==> config.mk <==
export PLATFORM = sky130hd
export DESIGN_NAME = alien_march_ctrl
export DESIGN_NICKNAME = d
export VERILOG_FILES = /design/src/rtl/alien_march_ctrl_pkg.sv /design/src/rtl/alien_march_ctrl_march_period_calc.sv /design/src/rtl/alien_march_ctrl.sv
export SDC_FILE = /design/constraint.sdc
export NUM_CORES = 1
export LEC_CHECK = 0
export ABC_CLOCK_PERIOD_IN_PS = 3600
export CORE_ASPECT_RATIO = 1.4
export CORE_MARGIN = 2
export CORE_UTILIZATION = 45
export CTS_CLUSTER_SIZE = 28
export DETAILED_ROUTE_END_ITERATION = 12
export PLACE_DENSITY_LB_ADDON = 0.12
export SLEW_MARGIN = 20
export SYNTH_ARGS = -nofsm -noshare
export SYNTH_HDL_FRONTEND = slang
export SYNTH_SLANG_ARGS = --single-unit
==> constraint.sdc <==
create_clock -name pixel_clk -period 3.6 [get_ports pixel_clk]
set_input_delay 1.08 -clock pixel_clk [delete_from_list [all_inputs] [get_ports pixel_clk]]
set_output_delay 1.08 -clock pixel_clk [all_outputs]
set_load 0.01 [all_outputs]
==> src/rtl/alien_march_ctrl_pkg.sv <==
// alien_march_ctrl_pkg: march states, game-state code and screen/formation geometry
// shared by the alien march controller and the renderer.
package alien_march_ctrl_pkg;

    localparam int SCREEN_W    = 640;
    localparam int BOTTOM_Y    = 400;
    localparam int FORM_H      = 128;
    localparam int START_X     = 160;
    localparam int START_Y     = 48;
    localparam int STEP_X      = 8;
    localparam int STEP_Y      = 16;
    localparam int BASE_PERIOD = 30;
    localparam int MIN_PERIOD  = 2;

    localparam logic [1:0] GS_PLAY_GAME = 2'd2;

    typedef enum logic [1:0] {WAIT, MOVE, DESCEND, HALT} march_state_t;

    // Frames per step for a round; round 0 counts as round 1, floor at MIN_PERIOD.
    function automatic logic [6:0] round_period(input logic [4:0] round);
        logic [6:0] r1;
        logic [7:0] dec;
        r1  = (round == 5'd0) ? 7'd0 : 7'(round) - 7'd1;
        dec = {r1, 1'b0};
        return (dec + 8'(MIN_PERIOD) >= 8'(BASE_PERIOD)) ? 7'(MIN_PERIOD) : 7'(8'(BASE_PERIOD) - dec);
    endfunction

endpackage

==> src/rtl/alien_march_ctrl_march_period_calc.sv <==
// march_period_calc: registered frames-per-step from round, 1-cycle latency.
// SPEEDUP_ON_KILLS_EN adds aliens_remaining and the late-wave speedup.
module march_period_calc
    import alien_march_ctrl_pkg::*;
(
    input  logic       pixel_clk,
    input  logic       rst,
    input  logic [4:0] round,
`ifdef SPEEDUP_ON_KILLS_EN
    input  logic [5:0] aliens_remaining,
`endif
    output logic [6:0] period
);

    logic [6:0] base;
    logic [6:0] eff;

    always_comb begin
        base = round_period(round);
`ifdef SPEEDUP_ON_KILLS_EN
        eff = (aliens_remaining == 6'd1) ? 7'(MIN_PERIOD) :
              (aliens_remaining <= 6'd8) ? (((base >> 1) < 7'(MIN_PERIOD)) ? 7'(MIN_PERIOD) : (base >> 1)) :
              base;
`else
        eff = base;
`endif
    end

    always_ff @(posedge pixel_clk or posedge rst) begin
        if (rst) period <= 7'(BASE_PERIOD);
        else     period <= eff;
    end

endmodule

==> src/rtl/alien_march_ctrl.sv <==
// alien_march_ctrl: frame-paced march/descend/reverse sequencer for the alien formation.
// SPEEDUP_ON_KILLS_EN adds aliens_remaining to shorten the step period late in a wave.
module alien_march_ctrl
    import alien_march_ctrl_pkg::*;
(
    input  logic       pixel_clk,
    input  logic       rst,
    input  logic       fsync,
    input  logic       alien_rst,
    input  logic [1:0] game_state,
    input  logic [4:0] round,
`ifdef SPEEDUP_ON_KILLS_EN
    input  logic [5:0] aliens_remaining,
`endif
    input  logic [9:0] live_left_off,
    input  logic [9:0] live_right_off,
    output logic [9:0] formation_x,
    output logic [9:0] formation_y,
    output logic       march_dir,
    output logic       step_pulse,
    output logic       reached_bottom
);

    march_state_t state;
    logic [6:0] period;
    logic [6:0] frame_cnt;
    logic [9:0] next_y;
    logic       edge_hit;
    logic       at_bottom;
    logic       due;

    march_period_calc u_period (
        .pixel_clk        (pixel_clk),
        .rst              (rst),
        .round            (round),
`ifdef SPEEDUP_ON_KILLS_EN
        .aliens_remaining (aliens_remaining),
`endif
        .period           (period)
    );

    // Greater-or-equal rather than equality so a mid-count period drop steps on the next frame.
    always_comb begin
        due       = ({1'b0, frame_cnt} + 8'd1) >= {1'b0, period};
        edge_hit  = march_dir ? (11'(formation_x) + 11'(live_right_off) + 11'(STEP_X) > 11'(SCREEN_W))
                              : (11'(formation_x) + 11'(live_left_off) < 11'(STEP_X));
        next_y    = formation_y + 10'(STEP_Y);
        at_bottom = 11'(next_y) + 11'(FORM_H) >= 11'(BOTTOM_Y);
    end

    always_ff @(posedge pixel_clk or posedge rst) begin
        if (rst) begin
            formation_x    <= 10'(START_X);
            formation_y    <= 10'(START_Y);
            march_dir      <= 1'b1;
            step_pulse     <= 1'b0;
            reached_bottom <= 1'b0;
            frame_cnt      <= 7'd0;
            state          <= WAIT;
        end else if (alien_rst) begin
            formation_x    <= 10'(START_X);
            formation_y    <= 10'(START_Y);
            march_dir      <= 1'b1;
            step_pulse     <= 1'b0;
            reached_bottom <= 1'b0;
            frame_cnt      <= 7'd0;
            state          <= WAIT;
        end else begin
            step_pulse <= 1'b0;
            case (state)
                WAIT: if (fsync && game_state == GS_PLAY_GAME) begin
                    if (due) begin
                        frame_cnt <= 7'd0;
                        state     <= edge_hit ? DESCEND : MOVE;
                    end else begin
                        frame_cnt <= frame_cnt + 7'd1;
                    end
                end
                MOVE: begin
                    formation_x <= march_dir ? formation_x + 10'(STEP_X) : formation_x - 10'(STEP_X);
                    step_pulse  <= 1'b1;
                    state       <= WAIT;
                end
                DESCEND: begin
                    formation_y    <= next_y;
                    march_dir      <= ~march_dir;
                    step_pulse     <= 1'b1;
                    reached_bottom <= at_bottom;
                    state          <= at_bottom ? HALT : WAIT;
                end
                default: ;
            endcase
        end
    end

endmodule

# Word level (Yosys, flattened, before mapping)
# Cells that the tools add are included.
[word_totals]
ff_bits = 39
in_bits = 31
out_inout_bits = 23
wordCells = 66
[op_classes]
add_sub_neg = 12
order_cmp = 5
n_eq_ne = 5
n_mux = 24
bitwise = 1
reduce_logical = 11
[ops]
columns = ["operator", "count"]
rows = [
  ["10-bit two-way mux", 5],
  ["7-bit two-way mux", 6],
  ["10-bit by 10-bit adder with 11-bit output", 2],
  ["10-bit by 8-bit adder with 11-bit output (second input constant)", 1],
  ["11-bit by 4-bit adder with 11-bit output (second input constant)", 1],
  ["11-bit by 9-bit >= comparator with 1-bit output (second input constant)", 1],
  ["11-bit by 10-bit greater-than comparator with 1-bit output (second input constant)", 1],
  ["11-bit by 4-bit less-than comparator with 1-bit output (second input constant)", 1],
  ["10-bit by 4-bit adder with 10-bit output (second input constant)", 1],
  ["10-bit by 5-bit adder with 10-bit output (second input constant)", 1],
  ["2-bit two-way mux", 5],
  ["10-bit by 4-bit subtractor with 10-bit output (second input constant)", 1],
  ["7-bit by 1-bit adder with 8-bit output (second input constant)", 1],
  ["8-bit by 2-bit adder with 8-bit output (second input constant)", 1],
  ["8-bit by 5-bit >= comparator with 1-bit output (second input constant)", 1],
  ["8-bit by 7-bit >= comparator with 1-bit output", 1],
  ["2-bit nonzero test", 4],
  ["7-bit by 1-bit adder with 7-bit output (second input constant)", 1],
  ["1-bit two-way mux", 7],
  ["5-bit by 7-bit subtractor with 7-bit output (first input constant)", 1],
  ["3-bit != test (second input constant)", 2],
  ["2-bit one-hot mux with 3 select lines", 1],
  ["5-bit by 1-bit subtractor with 6-bit output (second input constant)", 1],
  ["5-bit logical NOT", 1],
  ["9 further kinds", 10],
]

# Longest topological paths before layout
# Gate-level depths: netlist (run 1).
[depth]
word_depth = 9
depth_mapped = 12
ltp_nobuf = 11

# Hierarchy
# Synthesis (run 1) repeated with hierarchy kept, for this count alone.
[hier_totals]
hier_cells = 334
area_unflattened_um2 = 2922.8
[modules_own_cells]
columns = ["module", "n_inst", "cells_each", "area_each_um2", "seq_area_each_um2"]
rows = [
  ["alien_march_ctrl", 1, 274, 2396.0, 631.9],
  ["march_period_calc", 1, 60, 526.8, 155.1],
]

# Least setup slack after synthesis (run 1)
# OpenSTA, ideal clock, no wires.
[synth_timing]
path_kind = "input to register"
startpoint = "input live_right_off[6]"
endpoint = "register state[0]"
setup_ns = 0.121
t_arrival_ns = 3.107
required_ns = 3.479
path_slack_ns = 0.372
stages = 9
n_path_buf = 0
path_cell_list = "ha_1 -> ha_1 -> and3_2 -> a2111oi_2 -> a221oi_2 -> a2111oi_4 -> nor3_2 -> or2_1 -> a22o_1"
[synth_via]
elab_chain_len = 9
[synth_lines]
columns = ["element", "line", "text"]
rows = [
  ["from (decl)", "alien_march_ctrl.sv:16", "input logic [9:0] live_right_off,"],
  ["10-bit by 10-bit adder with 11-bit output", "alien_march_ctrl.sv:45", "edge_hit = march_dir ? (11'(formation_x) + 11'(live_right_off) + 11'(STEP_X) > 11'(SCREEN_W))"],
  ["11-bit by 4-bit adder with 11-bit output", "alien_march_ctrl.sv:45", ""],
  ["11-bit by 10-bit greater-than comparator with 1-bit output", "alien_march_ctrl.sv:45", ""],
  ["1-bit two-way mux", "alien_march_ctrl.sv:45", ""],
  ["2-bit two-way mux", "alien_march_ctrl.sv:74", "state <= edge_hit ? DESCEND : MOVE;"],
  ["2-bit two-way mux", "alien_march_ctrl.sv:72", "if (due) begin"],
  ["2-bit two-way mux", "alien_march_ctrl.sv:71", "WAIT: if (fsync && game_state == GS_PLAY_GAME) begin"],
  ["2-bit one-hot mux with 3 select lines", "alien_march_ctrl.sv:70", "case (state)"],
  ["2-bit two-way mux", "alien_march_ctrl.sv:60", "end else if (alien_rst) begin"],
  ["to (signal assigned)", "alien_march_ctrl.sv:74", ""],
  ["to (signal assigned)", "alien_march_ctrl.sv:89", "state <= at_bottom ? HALT : WAIT;"],
  ["to (decl)", "alien_march_ctrl.sv:24", "march_state_t state;"],
]
# Every way passes these cells. The select of a mux whose other input is x is not followed.
# A chain may end at the register's enable or synchronous reset.

# Worst setup path in the final report (run 1)
[layout_timing]
startpoint = "input live_right_off[6]"
endpoint = "register state[1]"
# The elaborated chain is that of the path after synthesis.

==> flow_metrics.tcl, run 1 <==
set metrics [dict create \
    drive_above_1_share_pct 11.0 \
    routed_wl_um 6170 \
    grt_pass1_wl_um 10400 \
    cts_root_buf "clkbuf_8" \
    core.rowCount 34 \
    holdWs_ns 0.531 \
    multi_input_area_um2 2000 \
    hold_violations 0 \
    layout_commonest_cell "ha_1" \
    drc 0 \
    ctsHoldBuffers 0 \
    yosys_most_used_dff "dfrtp_1" \
    arrival_ns 3.64 \
    cp_data_required_time_ns 3.76 \
    critPathMostFrequentCell "ha_1" \
    place_congestion 0.855 \
    cts_tree "done" \
    dieArea_um2 7230 \
    ant_nets 0 \
    layout_min_cycle_time_ns 3.48 \
    start_kind "primary input" \
    clk_latency_ns 0.28 \
    slowest_stage "clkdlybuf4s50_1" \
    cts_setup_buffers 0 \
    path_clk_slew_ns 0.06 \
    num_io_pins 54 \
    routed_via_density 5.42 \
    fill_cells 598 \
    ys_seq_area_share_pct 26.7 \
    path_cells "clkdlybuf4s50_1 > ha_1 > ha_1 > a21o_2 > a211o_1 > a221oi_2 > a211oi_1 > nor3_2 > nand2_1 > a22o_1" \
    period_share_pct 96.6 \
    cts_sinks 31 \
    cp.buffers_inverters 1 \
    ys_seq_elements 31 \
    path_delay_family "compound AO/OA/AOI/OAI gates" \
    setup_viol 0 \
    nets 469 \
    diodes 0 \
    pre_cts_ws_ns -0.160 \
    synth_cells 333 \
    firstDrtPassIters 4 \
    stdcell_area_um2 3630 \
    p_leak_nw 1.70 \
    syn_to_final_growth_pct 22.9 \
    dr.first_iter.drc_count 100 \
    wl_per_cell_um 13.3 \
    post_dp_cell_area_um2 3530 \
    hp-class "flip-flop to flip-flop" \
    fp.coreArea_um2 6300 \
    finalMaxSlewViolations 0 \
    grt_overflow 0 \
    start_util_pct 46.9 \
    async_flop_share_pct 100 \
    worstPathMaxFanout 3 \
    antenna_found_initial 0 \
    first_global_vias 2421 \
    grt_max_degree 32 \
    p_per_area_nw_per_um2 356 \
    max_freq_mhz 288 \
    track_usage_pct 17.9 \
    dieHeight_um 99.8 \
    crit_type "primary input to flip-flop" \
    clock_skew_ns 0.00468 \
    num_vias 2514 \
    synth_edf_count 0 \
    peakVddDrop_uv 213 \
    hpwlAfterDp_um 4920 \
    run_status "finished clean" \
    post_cts_resize_count 0 \
    netlist_area_um2 2950 \
    slowest_delay_ns 0.40 \
    ys.warnings.count 0 \
    regArea_um2 787 \
    cts_buffers 5 \
    fin_ws_ns 0.122 \
    yosysUniqueCellTypes 64 \
    cp-end-kind "flip-flop" \
    clockBufferDepth 2 \
    numPortBuffers 43 \
    syn_area_per_cell_um2 8.86 \
    die_x_um 72.4 \
    h-tree-depth 2 \
    grt_setup_unrepaired "yes" \
    cap_violations 0 \
    layout_common_cells "ha_1 (46), clkdlybuf4s50_1 (43), nand2_1 (28), inv_1 (28)" \
]
[cells by family (layout without fill, tap and decap cells)]
logic type      after synthesis  after routing  share of synthesized area [%]
fa+ha+maj                    47             47                           20.2
other cells                   1              8                          0.127
compound gates               66             66                           16.6
buf+inv                      43             95                           6.53
simple gates                117            117                           21.3
xor+xnor                     23             23                           6.83
mux                           5              5                           1.78
flops                        31             31                           26.7
[worst reg2reg max path: stages (launching register included)]
cell	delay, ns
dfstp_2	0.59
ha_1	0.25
ha_1	0.34
and3_2	0.21
a211o_1	0.27
a221oi_2	0.37
a211oi_1	0.11
nor3_2	0.25
nand2_1	0.08
a22o_1	0.19
[sequential cells by signal, indices dropped and copies added, names as in the netlist]
register,count
state,2
frame_cnt,7
march_dir,1
u_period.period,6
formation_x,7
reached_bottom,1
formation_y,6
step_pulse,1
[area by class of cell]
cell class              instances  share of cell area (%)
clock buffers                   8                    2.76
well taps                      72                    2.48
inverters                      29                    3.00
flip-flops and latches         31                    21.7
repair buffers                 58                    15.0
multi-input cells             266                    55.1
[cells in the mapped netlist (2+ instances only)]
cell type | n | area (um2)
nand2_1 | 28 | 105
clkbuf_1 | 5 | 18.8
a41oi_1 | 2 | 17.5
nand2b_1 | 9 | 56.3
or3_1 | 4 | 25.0
a211oi_1 | 3 | 22.5
nor2b_1 | 7 | 43.8
o211a_1 | 2 | 20.0
o22ai_1 | 2 | 12.5
and2_1 | 4 | 25.0
o21ai_0 | 11 | 55.1
o31ai_1 | 2 | 15.0
o21a_1 | 3 | 22.5
nor3b_1 | 2 | 15.0
or2_1 | 3 | 18.8
dfrtp_1 | 22 | 551
dfstp_2 | 9 | 236
a21o_1 | 3 | 22.5
o211ai_1 | 2 | 15.0
xor2_1 | 9 | 78.8
inv_1 | 28 | 105
ha_1 | 46 | 576
nor3_1 | 6 | 30.0
nand3_1 | 7 | 35.0
a221oi_2 | 2 | 30.0
and3_1 | 2 | 12.5
a22o_1 | 2 | 17.5
nor2_1 | 22 | 82.6
nor4_1 | 6 | 37.5
nand4_1 | 7 | 43.8
nand4b_1 | 2 | 17.5
o21ai_1 | 7 | 35.0
buf_4 | 8 | 60.1
mux2i_1 | 3 | 30.0
xnor2_1 | 14 | 123
o31a_1 | 2 | 17.5
a21oi_1 | 10 | 50.1
[through the flow]
step / util [%] / TNS [ns] / total power, mW / instances
global route: 57.6 / -0.0198 / 1.40 / 464
detailed placement: 56.0 / -0.276 / 1.00 / 456
finish: 57.6 / 0 / 1.29 / 464
CTS: 57.6 / 0 / 1.31 / 464
global placement: 56.0 / -0.230 / 0.991 / 456
floorplan: - / 0 / 0.824 / 340
[metal layers]
metal	vias up	wire, um	GRT usage (%)
met5	-	0	0
met4	0	85	5.13
met3	5	176	1.81
met2	44	3220	33.6
met1	1180	2690	21.1
li1	1285	-	-
[power breakdown]
| group | internal [mW] | switching [mW] | total (mW) |
|---|---|---|---|
| combinational | 0.267 | 0.279 | 0.546 |
| sequential | 0.397 | 0.0527 | 0.450 |
| clock | 0.174 | 0.120 | 0.295 |
| total | 0.838 | 0.452 | 1.29 |
[final timing paths]
path | to | from | slack, ns | depth (start not counted)
max in group asynchronous | u_period.period[3] | rst | 2.08 | 3
worst max-delay path | state[1] | live_right_off[6] | 0.12 | 10
min in group asynchronous | step_pulse | rst | 1.19 | 3
worst min-delay path | frame_cnt[6] | frame_cnt[6] | 0.53 | 2
worst max register to register | state[1] | formation_x[5] | 0.84 | 9
worst min register to register | frame_cnt[6] | frame_cnt[6] | 0.53 | 2
Power figures use the tool's default switching activity.
==> run 2, diff against run 1 <==
Settings changed: CAP_MARGIN set to 20.
==> results of run 2 <==
The final DEF is identical to that of run 1; final timing and power are the same.
